--- src/rtl/serial_subtractor.sv ---
// serial_subtractor: bit-serial a - b, LSB first, one full-subtractor cell
// plus a borrow flop. A start/busy/done handshake lets a controlling FSM
// sequence operations; one result per WIDTH+2 cycles back-to-back.
// Optional feature macro: SERIAL_SUB_OVF_EN (signed overflow flag on ovf).
// Handshake: start is sampled only in IDLE; busy is high for exactly WIDTH
// cycles after the accepting edge; done then pulses for one cycle with
// diff/borrow/ovf valid and held until the next completion. start seen
// while busy or done is dropped, never queued.
module serial_subtractor #(
  parameter int WIDTH = 8
) (
  input  logic             clk,
  input  logic             rst_n,
  input  logic             start,
  input  logic [WIDTH-1:0] a,
  input  logic [WIDTH-1:0] b,
  output logic             busy,
  output logic             done,
  output logic [WIDTH-1:0] diff,
  output logic             borrow,
  output logic             ovf,
  output logic [1:0]       dbg_state
);

  // Counter is at least one bit wide so WIDTH=1 still elaborates.
  localparam int CW = (WIDTH > 1) ? $clog2(WIDTH) : 1;
  localparam logic [CW-1:0] LAST = CW'(WIDTH - 1);

  typedef enum logic [1:0] {
    IDLE  = 2'd0,
    SHIFT = 2'd1,
    DONE  = 2'd2
  } state_t;

  state_t           state_q, state_d;
  logic [WIDTH-1:0] a_sh_q, a_sh_d;
  logic [WIDTH-1:0] b_sh_q, b_sh_d;
  logic [WIDTH-1:0] res_q, res_d;
  logic [WIDTH-1:0] diff_q, diff_d;
  logic [CW-1:0]    cnt_q, cnt_d;
  logic             br_q, br_d;
  logic             borrow_q, borrow_d;
  logic             busy_q, busy_d;
  logic             done_q, done_d;
  logic             bit_d;
  logic             bit_br;
  logic             last_step;

  // Full-subtractor cell on the current LSBs and the stored borrow.
  assign bit_d     = a_sh_q[0] ^ b_sh_q[0] ^ br_q;
  assign bit_br    = (~a_sh_q[0] & b_sh_q[0]) | (~(a_sh_q[0] ^ b_sh_q[0]) & br_q);
  assign last_step = (state_q == SHIFT) && (cnt_q == LAST);

  // Next-state and datapath: capture in IDLE, shift in SHIFT, publish on the last step.
  always_comb begin
    state_d  = state_q;
    a_sh_d   = a_sh_q;
    b_sh_d   = b_sh_q;
    res_d    = res_q;
    br_d     = br_q;
    cnt_d    = cnt_q;
    diff_d   = diff_q;
    borrow_d = borrow_q;
    case (state_q)
      IDLE: begin
        if (start) begin
          a_sh_d  = a;
          b_sh_d  = b;
          res_d   = '0;
          br_d    = 1'b0;
          cnt_d   = '0;
          state_d = SHIFT;
        end
      end
      SHIFT: begin
        a_sh_d             = a_sh_q >> 1;
        b_sh_d             = b_sh_q >> 1;
        res_d              = res_q >> 1;
        res_d[WIDTH-1]     = bit_d;
        br_d               = bit_br;
        cnt_d              = cnt_q + CW'(1);
        if (cnt_q == LAST) begin
          state_d  = DONE;
          diff_d   = res_d;
          borrow_d = bit_br;
        end
      end
      DONE:    state_d = IDLE;
      default: state_d = IDLE;
    endcase
    busy_d = (state_d == SHIFT);
    done_d = (state_d == DONE);
  end

  // State and datapath registers; reset discards any in-flight operation.
  always_ff @(posedge clk or negedge rst_n) begin
    if (!rst_n) begin
      state_q  <= IDLE;
      a_sh_q   <= '0;
      b_sh_q   <= '0;
      res_q    <= '0;
      br_q     <= 1'b0;
      cnt_q    <= '0;
      diff_q   <= '0;
      borrow_q <= 1'b0;
      busy_q   <= 1'b0;
      done_q   <= 1'b0;
    end else begin
      state_q  <= state_d;
      a_sh_q   <= a_sh_d;
      b_sh_q   <= b_sh_d;
      res_q    <= res_d;
      br_q     <= br_d;
      cnt_q    <= cnt_d;
      diff_q   <= diff_d;
      borrow_q <= borrow_d;
      busy_q   <= busy_d;
      done_q   <= done_d;
    end
  end

`ifdef SERIAL_SUB_OVF_EN
  logic a_msb_q, a_msb_d;
  logic b_msb_q, b_msb_d;
  logic ovf_q, ovf_d;

  // Keep operand sign bits from capture; the result sign is the final cell output.
  always_comb begin
    a_msb_d = a_msb_q;
    b_msb_d = b_msb_q;
    ovf_d   = ovf_q;
    if (state_q == IDLE && start) begin
      a_msb_d = a[WIDTH-1];
      b_msb_d = b[WIDTH-1];
    end
    if (last_step) begin
      ovf_d = (a_msb_q ^ b_msb_q) & (bit_d ^ a_msb_q);
    end
  end

  // Overflow registers, updated alongside diff.
  always_ff @(posedge clk or negedge rst_n) begin
    if (!rst_n) begin
      a_msb_q <= 1'b0;
      b_msb_q <= 1'b0;
      ovf_q   <= 1'b0;
    end else begin
      a_msb_q <= a_msb_d;
      b_msb_q <= b_msb_d;
      ovf_q   <= ovf_d;
    end
  end

  assign ovf = ovf_q;
`else
  assign ovf = 1'b0;
`endif

  assign busy      = busy_q;
  assign done      = done_q;
  assign diff      = diff_q;
  assign borrow    = borrow_q;
  assign dbg_state = state_q;

endmodule

--- config.mk ---
export PLATFORM = sky130hd
export DESIGN_NAME = serial_subtractor
export DESIGN_NICKNAME = d
export VERILOG_FILES = /design/src/rtl/serial_subtractor.sv
export SDC_FILE = /design/constraint.sdc
export NUM_CORES = 1
export LEC_CHECK = 0
export CAP_MARGIN = 20
export CORE_ASPECT_RATIO = 0.5
export CORE_UTILIZATION = 50
export DETAILED_ROUTE_END_ITERATION = 6
export PLACE_DENSITY = 0.85
export SYNTH_ARGS = -nofsm -noshare
export SYNTH_HDL_FRONTEND = slang
export SYNTH_SLANG_ARGS = --single-unit
--- constraint.sdc ---
create_clock -name clk -period 2.1 [get_ports clk]
set_input_delay 0.315 -clock clk [delete_from_list [all_inputs] [get_ports clk]]
set_output_delay 0.315 -clock clk [all_outputs]
set_load 0.02 [all_outputs]
==> out/summary.txt <==
Placed Area: 2000 sq um
total internal power: 0.00228 W
combinational power share: 34.7%
fin. max-slew vios: 0
synthesized netlist cell count: 142
Power per Cell Area: 1580 nW/um^2
quantity of gates resized following cts: 0
share of the clock period used by the worst path after layout: 83.8%
kind of cell with the highest combined delay on the critical path: buffers and inverters
Area contributors post-synth: dfrtp_1 (58%), o32ai_1 (7.1%), o22ai_1 (5.1%)
Warnings, synthesis: 0
worst path buffer plus inverter count: 1
H-tree depth reported by CTS: 2
result of the run: finished, violations left
post-route DRC violation count: 2
Crit path required time: 1780 ps
number of hold-repair buffers added at the cts stage: 0
worst slew pin tran: 889 ps
Critical Path End Type: output port
synthesized netlist net count: 164
synthesized area divided by synthesized cell count: 12.1 sq um
leading cell types in the layout, fill and taps excluded: dfrtp_1 (40), clkdlybuf4s50_1 (30), nor2_1 (15)
number of antenna violations at the first check in global routing: 0
Tmin final: 1760 ps
CTS buffer count: 5
final-report setup violation count: 0
placed cell count: 203
reported max-cap violation count: 0
Critical Path Max Stage Delay: 660 ps
HPWL after detailed placement: 2.15 mm
buffers added on ports: 31
vias in the first global route: 1224
standby leakage power: 0.944 nW
total non-filler cell area in the finished layout: 2160 sq um
hold_ws: 142 ps
portion of total power attributed to sequential cells: 39.9%
flop and latch count out of synthesis: 40
aggregate global routing overflow: 0
pin count of the biggest net entering global routing: 41
number of library cell types mapped by synthesis: 25
most frequent standard cell in the layout excluding fill and tap cells: dfrtp_1
type of origin of the critical path: flop
TritonCTS clock tree: yes
final count of hold timing violations: 0
GP Congestion: 0.763
clock latency at the later pin of the worst-skew pair: 290 ps
register clock-pin slew on the reported worst setup and hold paths: 80 ps
placeable core area: 3140 sq um
Post-CTS Setup Bufs: 0
DRT iter0 DRCs: 61
CTS max path bufs: 2
die boundary width: 85.0 microns
violations in the final reports: design-rule violations
unrepaired setup endpoints after global routing: false
average wire length per cell after detail routing: 16.2 microns
antenna-violating nets left: 0
Clock Power Share: 25.4%
Vias: 1214
share of post-route cells with drive strength above 1: 8.19%
cell at the slowest stage of the critical path: clkdlybuf4s50_1
Final Skew: 5.51 ps
via density per instance: 5.75
I/O Pins: 33
number of clock sinks: 40
relative max-transition margin: 40.8%
top achievable clock speed: 568 MHz
fraction of synthesized cell area taken by the top area cell type: 58.2%
Cell Chain, Critical Path: clkdlybuf4s50_1
synth-to-layout area growth: 25.3%
first-pass GRT wire length: 5.63 mm
synthesized area: 1720 sq um
total negative slack for setup checks: 0 ps
Antenna Diode Count: 0
first-pass iteration count of the detailed router: 7
die extent in y: 43.5 microns
VDD IR-drop max: 0.659 mV
die area: 3690 sq um
sw power: 0.00112 W
starting utilization of the core area: 54.9%
aggregate routed wire length: 3.42 mm
clock tree root buffer cell: clkbuf_8
switching power as a share of total power: 33.0%
number of rows in the core area: 14
type of the worst min-delay path: in -> async
arrival time at the worst endpoint: 1450 ps
sequential cell area fraction in the yosys report: 58.2%
GRT Util Overall: 20.5%
cell type with the largest total area after synthesis: dfrtp_1
net count reported at finish: 192
kind of critical path: reg -> out
Critical Path Fanout Max: 7
non-filler instance count after layout: 211
==> cell type report <==
class / count / area (sq um)
Clock buffer: 5 / 68.8
Clock inverter: 3 / 90.1
Fill cell: 219 / 980
Inverter: 5 / 18.8
Multi-Input combinational cell: 85 / 607
Sequential cell: 40 / 1000
Tap cell: 40 / 50.0
Timing Repair Buffer: 33 / 320
==> metrics by stage <==
stage / utilization [%] / worst slack, ps / power, W
5_1_grt: 68.8 / 285 / 0.00362
2_1_floorplan: - / 651 / 0.00216
4_1_cts: 68.8 / 337 / 0.00342
6_report: 68.8 / 339 / 0.00340
3_3_place_gp: 63.7 / 436 / 0.00247
3_5_place_dp: 63.7 / 390 / 0.00254
==> metal layers <==
| layer | up-vias | wire length, microns | global-route usage (%) |
|---|---|---|---|
| met1 | 604 | 1570 | 25.7 |
| met5 | - | 0 | 0 |
| met4 | 0 | 61 | 9.15 |
| met3 | 7 | 134 | 4.57 |
| met2 | 25 | 1650 | 35.2 |
| li1 | 578 | - | - |
==> synthesized netlist by cell type <==
cell and count:
nor2_1 15, o22ai_1 14, o21ai_1 2, conb_1 1
inv_1 5, a21oi_1 2, buf_2 3, o21ai_0 5
or2_1 1, nand2b_1 2, o32ai_1 14, nand3b_4 1
fa_1 1, o21bai_1 1, nand2_1 5, mux2_2 2
ha_1 2, a22o_1 9, buf_6 2, nor2b_1 2
dfrtp_1 40, clkbuf_1 1, mux2_1 6, buf_4 5
buf_8 1
==> flip-flops by register name, indices dropped and copies added, names as in the netlist <==
signal     count
res_q          7
b_sh_q         8
cnt_q          3
borrow         1
busy           1
dbg_state      2
diff           8
done           1
br_q           1
a_sh_q         8
==> kinds of logic (layout without fill, tap and decap cells) <==
family | after synthesis | after routing | share of synthesized area [%]
buffers and inverters | 17 | 46 | 6.54
adder cells (fa/ha/maj) | 3 | 3 | 2.62
AO/OA/AOI/OAI | 47 | 47 | 19.9
multiplexers | 8 | 8 | 5.24
flip-flops | 40 | 40 | 58.2
other | 1 | 1 | 0.218
AND/OR/NAND/NOR | 26 | 26 | 7.35
==> power groups by stage <==
stage / Clock (W) / Sequential (W) / Combinational (W)
finish: 0.000862 / 0.00136 / 0.00118
global route: 0.000911 / 0.00140 / 0.00130
CTS: 0.000874 / 0.00136 / 0.00119
detailed placement: 0 / 0.00136 / 0.00117
global placement: 0 / 0.00135 / 0.00112
floorplan: 0 / 0.00142 / 0.000738
==> worst paths after layout <==
path	from	endpoint	slack [ps]	cells past startpoint
max	dbg_state[0]	dbg_state[0]	340	1
min	rst_n	diff[2]	140	1
max reg2reg	dbg_state[0]	a_sh_q[3]	510	4
min reg2reg	cnt_q[0]	cnt_q[0]	490	1
max in group asynchronous	rst_n	res_q[4]	1400	1
min in group clk	cnt_q[0]	cnt_q[0]	490	1
(Power assumes the default switching activity.)
